--- src/rtl/fnd_scan_controller_if.sv ---
// Host-side bundle for the FND scan controller: value/strobe/enable in,
// digit enables, segment lines and busy flag out.
interface fnd_scan_controller_if;
    logic [13:0] i_value;
    logic        i_load;
    logic        i_en;
    logic [3:0]  o_digit;
    logic [7:0]  o_fndFont;
    logic        o_busy;

    // Host / datapath side: drives value, strobe and enable.
    modport master (
        output i_value, i_load, i_en,
        input  o_digit, o_fndFont, o_busy
    );

    // Display controller side.
    modport slave (
        input  i_value, i_load, i_en,
        output o_digit, o_fndFont, o_busy
    );
endinterface

--- src/rtl/fnd_scan_controller.sv ---
// Time-multiplexed 4-digit common-anode FND driver. A 14-bit value is
// captured on a strobe, clamped to 9999, converted to BCD by a sequential
// double-dabble engine (one bit per cycle), then scanned out one digit at a
// time onto shared active-low segment lines.
module fnd_scan_controller #(
    parameter int CLK_DIV       = 100000,
    parameter bit BLANK_LEADING = 1'b1
) (
    input  logic                  i_clk,
    input  logic                  i_reset_n,
    fnd_scan_controller_if.slave  bus
);

    localparam int           PW         = (CLK_DIV > 2) ? $clog2(CLK_DIV) : 1;
    localparam logic [PW-1:0] PRESC_MAX = PW'(CLK_DIV - 1);

    typedef enum logic {IDLE, CONV} state_t;

    state_t      state, state_next;
    logic [13:0] bin_q;
    logic [15:0] bcd_q;
    logic [15:0] bcd_adj;
    logic [15:0] bcd_shift;
    logic [3:0]  shift_cnt;
    logic        conv_last;
    logic        load_accept;
    logic [15:0] disp_q;
    logic        ovf_q;
    logic [PW-1:0] presc_q;
    logic [1:0]  idx_q;
    logic [15:0] disp_upper;
    logic [3:0]  cur_nibble;
    logic [7:0]  font_next;
    logic [3:0]  digit_q;
    logic [7:0]  font_q;
    logic        busy;

    function automatic logic [7:0] seg_font(input logic [3:0] n);
        case (n)
            4'd0:    return 8'hC0;
            4'd1:    return 8'hF9;
            4'd2:    return 8'hA4;
            4'd3:    return 8'hB0;
            4'd4:    return 8'h99;
            4'd5:    return 8'h92;
            4'd6:    return 8'h82;
            4'd7:    return 8'hF8;
            4'd8:    return 8'h80;
            4'd9:    return 8'h90;
            default: return 8'hFF;
        endcase
    endfunction

    // The 14th iteration happens on the edge where the count reads 13.
    assign conv_last   = (shift_cnt == 4'd13);
    assign load_accept = (state == IDLE) && bus.i_load;

    // FSM state register.
    always_ff @(posedge i_clk or negedge i_reset_n) begin
        // NOTE: sequential state uses non-blocking assignments so every flop
        // samples pre-edge values regardless of block ordering.
        if (!i_reset_n) state <= IDLE;
        else            state <= state_next;
    end

    // FSM next-state logic; loads during CONV are dropped, not queued.
    always_comb begin
        // NOTE: default assignment first so no path leaves state_next
        // unassigned, which would infer a latch.
        state_next = state;
        case (state)
            IDLE: if (bus.i_load) state_next = CONV;
            CONV: if (conv_last)  state_next = IDLE;
            default:              state_next = IDLE;
        endcase
    end

    // FSM outputs.
    always_comb begin
        busy = (state == CONV);
    end

    // Double-dabble correction: add 3 to each BCD nibble that is 5 or more.
    always_comb begin
        bcd_adj = bcd_q;
        for (int k = 0; k < 4; k++) begin
            if (bcd_q[4*k +: 4] >= 4'd5)
                bcd_adj[4*k +: 4] = bcd_q[4*k +: 4] + 4'd3;
        end
        bcd_shift = {bcd_adj[14:0], bin_q[13]};
    end

    // Conversion datapath: capture/clamp on load, shift while converting,
    // publish all four digits at once on the final iteration.
    always_ff @(posedge i_clk or negedge i_reset_n) begin
        // NOTE: display and overflow registers are reset so a conversion
        // aborted by reset leaves the display at a clean 0.
        if (!i_reset_n) begin
            bin_q     <= '0;
            bcd_q     <= '0;
            shift_cnt <= '0;
            disp_q    <= '0;
            ovf_q     <= 1'b0;
        end else if (load_accept) begin
            bin_q     <= (bus.i_value > 14'd9999) ? 14'd9999 : bus.i_value;
            ovf_q     <= (bus.i_value > 14'd9999);
            bcd_q     <= '0;
            shift_cnt <= '0;
        end else if (state == CONV) begin
            bcd_q     <= bcd_shift;
            bin_q     <= {bin_q[12:0], 1'b0};
            shift_cnt <= shift_cnt + 4'd1;
            if (conv_last) disp_q <= bcd_shift;
        end
    end

    // Free-running scan prescaler and digit index.
    always_ff @(posedge i_clk or negedge i_reset_n) begin
        if (!i_reset_n) begin
            presc_q <= '0;
            idx_q   <= '0;
        end else if (presc_q == PRESC_MAX) begin
            presc_q <= '0;
            idx_q   <= idx_q + 2'd1;
        end else begin
            presc_q <= presc_q + PW'(1);
        end
    end

    // Font for the indexed digit, with leading-zero blanking and overflow dp.
    always_comb begin
        disp_upper = disp_q >> {idx_q, 2'b00};
        cur_nibble = disp_upper[3:0];
        font_next  = seg_font(cur_nibble);
        if (BLANK_LEADING && (idx_q != 2'd0) && (disp_upper == 16'd0))
            font_next = 8'hFF;
        if (ovf_q && (idx_q == 2'd3))
            font_next[7] = 1'b0;
    end

    // Registered outputs so digit enables never glitch between codes.
    always_ff @(posedge i_clk or negedge i_reset_n) begin
        if (!i_reset_n) begin
            digit_q <= 4'hF;
            font_q  <= 8'hFF;
        end else if (bus.i_en) begin
            digit_q <= ~(4'b0001 << idx_q);
            font_q  <= font_next;
        end else begin
            digit_q <= 4'hF;
            font_q  <= 8'hFF;
        end
    end

    assign bus.o_digit   = digit_q;
    assign bus.o_fndFont = font_q;
    assign bus.o_busy    = busy;

endmodule

--- src/flat_wrapper.sv ---
// flat-port wrapper written by rule: the top's interface ports become plain ports
module fnd_scan_controller_flat 
#(
    parameter int CLK_DIV       = 100000,
    parameter bit BLANK_LEADING = 1'b1
)
  (i_clk, i_reset_n, bus_i_value, bus_i_load, bus_i_en, bus_o_digit, bus_o_fndFont, bus_o_busy);
  fnd_scan_controller_if bus_i ();
  input  logic i_clk;
  input  logic i_reset_n;
  input wire logic [$bits(bus_i.i_value)-1:0] bus_i_value;
  input wire logic [$bits(bus_i.i_load)-1:0] bus_i_load;
  input wire logic [$bits(bus_i.i_en)-1:0] bus_i_en;
  output wire logic [$bits(bus_i.o_digit)-1:0] bus_o_digit;
  output wire logic [$bits(bus_i.o_fndFont)-1:0] bus_o_fndFont;
  output wire logic [$bits(bus_i.o_busy)-1:0] bus_o_busy;
  assign bus_i.i_value = bus_i_value;
  assign bus_i.i_load = bus_i_load;
  assign bus_i.i_en = bus_i_en;
  assign bus_o_digit = bus_i.o_digit;
  assign bus_o_fndFont = bus_i.o_fndFont;
  assign bus_o_busy = bus_i.o_busy;
  fnd_scan_controller #(.CLK_DIV(CLK_DIV), .BLANK_LEADING(BLANK_LEADING)) u_core (.i_clk(i_clk), .i_reset_n(i_reset_n), .bus(bus_i));
endmodule
--- config.mk ---
export PLATFORM = sky130hd
export DESIGN_NAME = fnd_scan_controller_flat
export DESIGN_NICKNAME = d
export VERILOG_FILES = /design/src/rtl/fnd_scan_controller_if.sv /design/src/rtl/fnd_scan_controller.sv /design/src/flat_wrapper.sv
export SDC_FILE = /design/constraint.sdc
export NUM_CORES = 1
export LEC_CHECK = 0
export ABC_AREA = 1
export CAP_MARGIN = 30
export CORE_UTILIZATION = 59
export DETAILED_ROUTE_END_ITERATION = 8
export HOLD_SLACK_MARGIN = 0.15
export PLACE_DENSITY = 0.8
export SETUP_SLACK_MARGIN = 0.4
export SYNTH_ARGS = -nofsm -noshare
export SYNTH_HDL_FRONTEND = slang
export SYNTH_SLANG_ARGS = --single-unit
--- constraint.sdc ---
create_clock -name i_clk -period 1.9 [get_ports i_clk]
set_input_delay 0.285 -clock i_clk [delete_from_list [all_inputs] [get_ports i_clk]]
set_output_delay 0.285 -clock i_clk [all_outputs]
set_load 0.05 [all_outputs]
==> key figures <==
Route
  • Residual DRC count: 0
  • Routed Antenna Nets: 0
  • Drt first pass iters: 5
  • Number of vias per cell: 5.613
  • Via count: 3665
  • Per-cell routed wire length: 15.30 um
  • Initial drt markers: 264
  • WL final: 9.994 mm

STA
  • Min Hold Slack: 387.9 ps
  • Max-slew headroom: 74.41%
  • Count of final hold-check violations: 0
  • Setup violators final: 0
  • Setup_tns: 0 ps
  • Slew Viols, Final: 0
  • Max Clk Rate: 624.7 MHz
  • Worst setup margin: 299.1 ps
  • Tcrit/Tclk final: 84.26%
  • Crit path time final: 1601 ps
  • Worst clock skew: 15.59 ps
  • RSZ-0062 raised after global routing: true
  • Worst Tran Pin Value: 383.9 ps

Place
  • Detailed Place HPWL: 6.000 mm
  • Routability cong.: 0.8973
  • Number of port buffers: 30
  • Placed instance area: 4618 um2
  • Dpl ws: 185.3 ps

Synthesis
  • Ys async rst share: 100.0%
  • Synth cell types: 35
  • #FFs+latches synth: 83
  • Avg Cell Area, Syn: 8.677 um2
  • Seq/Total Area, Yosys: 49.31%
  • Synth Area in Compound Gates: 12.15%
  • Adder-cell share of the synthesized area: 5.898%
  • Post-synth top flop: dfrtp_1
  • Cells after Synth: 489
  • Simple-Gate Fraction of Synth Area: 22.85%
  • Mux share of post-synthesis cell area: 0%
  • Post-synth EDFFs: 0
  • Net Count, Synth: 527
  • Yosys Warn Count: 0
  • Syn Std Cell Area: 4243 um2
  • Xor and xnor fraction of the mapped netlist area: 3.303%
  • Main combinational cell family by area after synthesis: simple AND/OR/NAND/NOR gates

CTS
  • Clock latency on the worst-skew pair: 350 ps
  • Clock root buffer: clkbuf_8
  • Reg clk slew, reported paths: 90 ps
  • Total CTS buffers: 9
  • H-tree depth: 3
  • CTS tree: yes
  • Clock sink total: 83
  • Worst-case clock buffer depth: 2

Global route
  • Met2 GRT Util: 40.94%
  • GRT Residual Overflow: 0
  • Met3 Use GR: 6.000%
  • GR Util met1: 36.74%
  • GR peak layer: met2
  • Largest net degree at the start of global routing: 54
  • Global-route wire length before repair: 15.49 mm
  • Number of global-route vias before repair: 3376
  • Antenna violations before repair: 0
  • GRT Total Usage: 26.65%

Floorplan
  • Die Ht: 86.80 um
  • Core Region: 6869 um2
  • I/O Pins: 31
  • Initial core utilization: 61.77%
  • Die width: 86.80 um
  • Row cnt: 30
  • Die footprint: 7534 um2

Power and ir drop
  • Max VDD drop: 0.001049 V
  • Comb power frac: 47.1%
  • Int Pwr: 4.387 mW
  • PwrDens: 1424 nW/um2
  • Part of the power in registers: 36.6%
  • Leak: 2.550 nW
  • Net Sw Frac: 42.33%
  • Switching pwr: 3.220 mW
  • Clock share of power: 16.3%

Layout
  • Most frequent cells in the layout: nand2_1, dfrtp_1, inv_1
  • Finished Cell Area: 5341 um2
  • Commonest non-fill, non-tap cell in the layout: nand2_1
  • Fillers: 437
  • Final nets: 590
  • Area Growth Syn to Fin: 25.89%
  • Share of cells above drive strength 1: 27.83%
  • Ant. Diodes: 0

Critical path
  • Startpoint types: flop
  • Worst Setup Path Type: flop to flop
  • Worst-path fanout max: 8
  • WP data arrival: 1880 ps
  • WP data required: 2180 ps
  • CP Capture Type: flop

Outcome
  • Status: complete, no violations

Flow run
  • Max cap viols: 0

Min path
  • HP Class: input pin to async pin
## critical path, stage by stage, from the launching register on
cell,delay [ps]
dfrtp_1,440
buf_6,180
buf_6,120
nand2_2,70
nand3_4,90
nand2_4,60
buf_4,140
o21ai_1,150
inv_1,90
nand2_1,100
nand3_2,80
## Yosys cell counts (2+ instances only)
library cell  instances  area share, %
a21oi_1              16            1.9
a22oi_1               9            1.6
a31oi_1               2           0.29
buf_2                 4           0.47
buf_6                 2           0.53
clkbuf_1              4           0.35
dfrtp_1              71             42
dfstp_2              12            7.4
ha_1                 20            5.9
inv_1                49            4.3
inv_2                 5           0.44
nand2_1             105            9.3
nand2_2               6           0.88
nand2_4               2           0.53
nand3_1              42            5.0
nand3_2               4           0.94
nand4_1               5           0.74
nor2_1               36            3.2
nor2_4                2           0.53
nor3_1                4           0.47
o211ai_1              2           0.35
o21ai_0              40            4.7
o21ai_1               3           0.35
o22ai_1              17            2.5
or2_2                 3           0.44
xor2_1               15            3.1
## stage by stage
| step | power (mW) | util (%) | std cells |
|---|---|---|---|
| floorplan | 4.783 | - | 489 |
| global placement | 5.374 | 67.23 | 609 |
| detailed placement | 5.511 | 67.23 | 609 |
| CTS | 7.053 | 74.23 | 643 |
| global route | 8.098 | 77.76 | 653 |
| finish | 7.607 | 77.76 | 653 |
## logic make-up (layout without fill, tap and decap cells)
logic type	count (synthesis)	after routing
buf+inv	67	135
fa+ha+maj	20	20
flops	83	83
xor+xnor	16	16
simple gates	213	213
compound gates	90	90
## cell type report
class | instances | area, um2 | share of cell area, %
clock inverter | 5 | 55.05 | 1.031
sequential | 83 | 2095 | 39.21
tap | 96 | 120.1 | 2.249
inverter | 55 | 217.7 | 4.076
timing repair buffer | 64 | 546.8 | 10.24
multi-input combinational | 339 | 2176 | 40.74
clock buffer | 11 | 131.4 | 2.460
## flip-flops by register name, summed over array words and instances (netlist names)
| register | cells |
|---|---|
| u_core.presc_q | 17 |
| u_core.bcd_q | 16 |
| u_core.disp_q | 16 |
| u_core.bin_q | 14 |
| u_core.bus.o_fndFont | 8 |
| u_core.bus.o_digit | 4 |
| u_core.shift_cnt | 4 |
| u_core.idx_q | 2 |
| u_core.bus.o_busy | 1 |
| u_core.ovf_q | 1 |
## metal layers
metal	share of wire (%)	vias to the layer above
met5	0	-
met4	2.3	0
met3	4.6	25
met2	49	119
met1	44	1784
li1	-	1737
## path summary, 6_finish.rpt
path	from	to	slack (ps)	cells after the start
min	i_reset_n	u_core.presc_q[12]	390	2
max in group asynchronous	i_reset_n	u_core.bus.o_busy	900	3
min in group i_clk	u_core.ovf_q	u_core.bus.o_fndFont[7]	490	1
min reg2reg	u_core.ovf_q	u_core.bus.o_fndFont[7]	490	1
max	u_core.idx_q[0]	u_core.bus.o_fndFont[6]	300	10
max reg2reg	u_core.idx_q[0]	u_core.bus.o_fndFont[6]	300	10
## what timing repair did
action                                  CTS  global route
hold buffers                              1             0
resized for setup                        43            46
endpoints found under the setup margin   20            34
endpoints found under the hold margin    18             0
buffers inserted                         17            10
pin swaps                                20            18
## power by group through the flow
stage	registers, mW	clock network (mW)	logic [mW]
global route	2.84	1.33	3.93
CTS	2.74	1.25	3.06
detailed placement	2.79	0	2.72
finish	2.79	1.24	3.58
floorplan	2.94	0	1.85
global placement	2.76	0	2.61
Note: power is estimated with default switching activity, not from simulation.
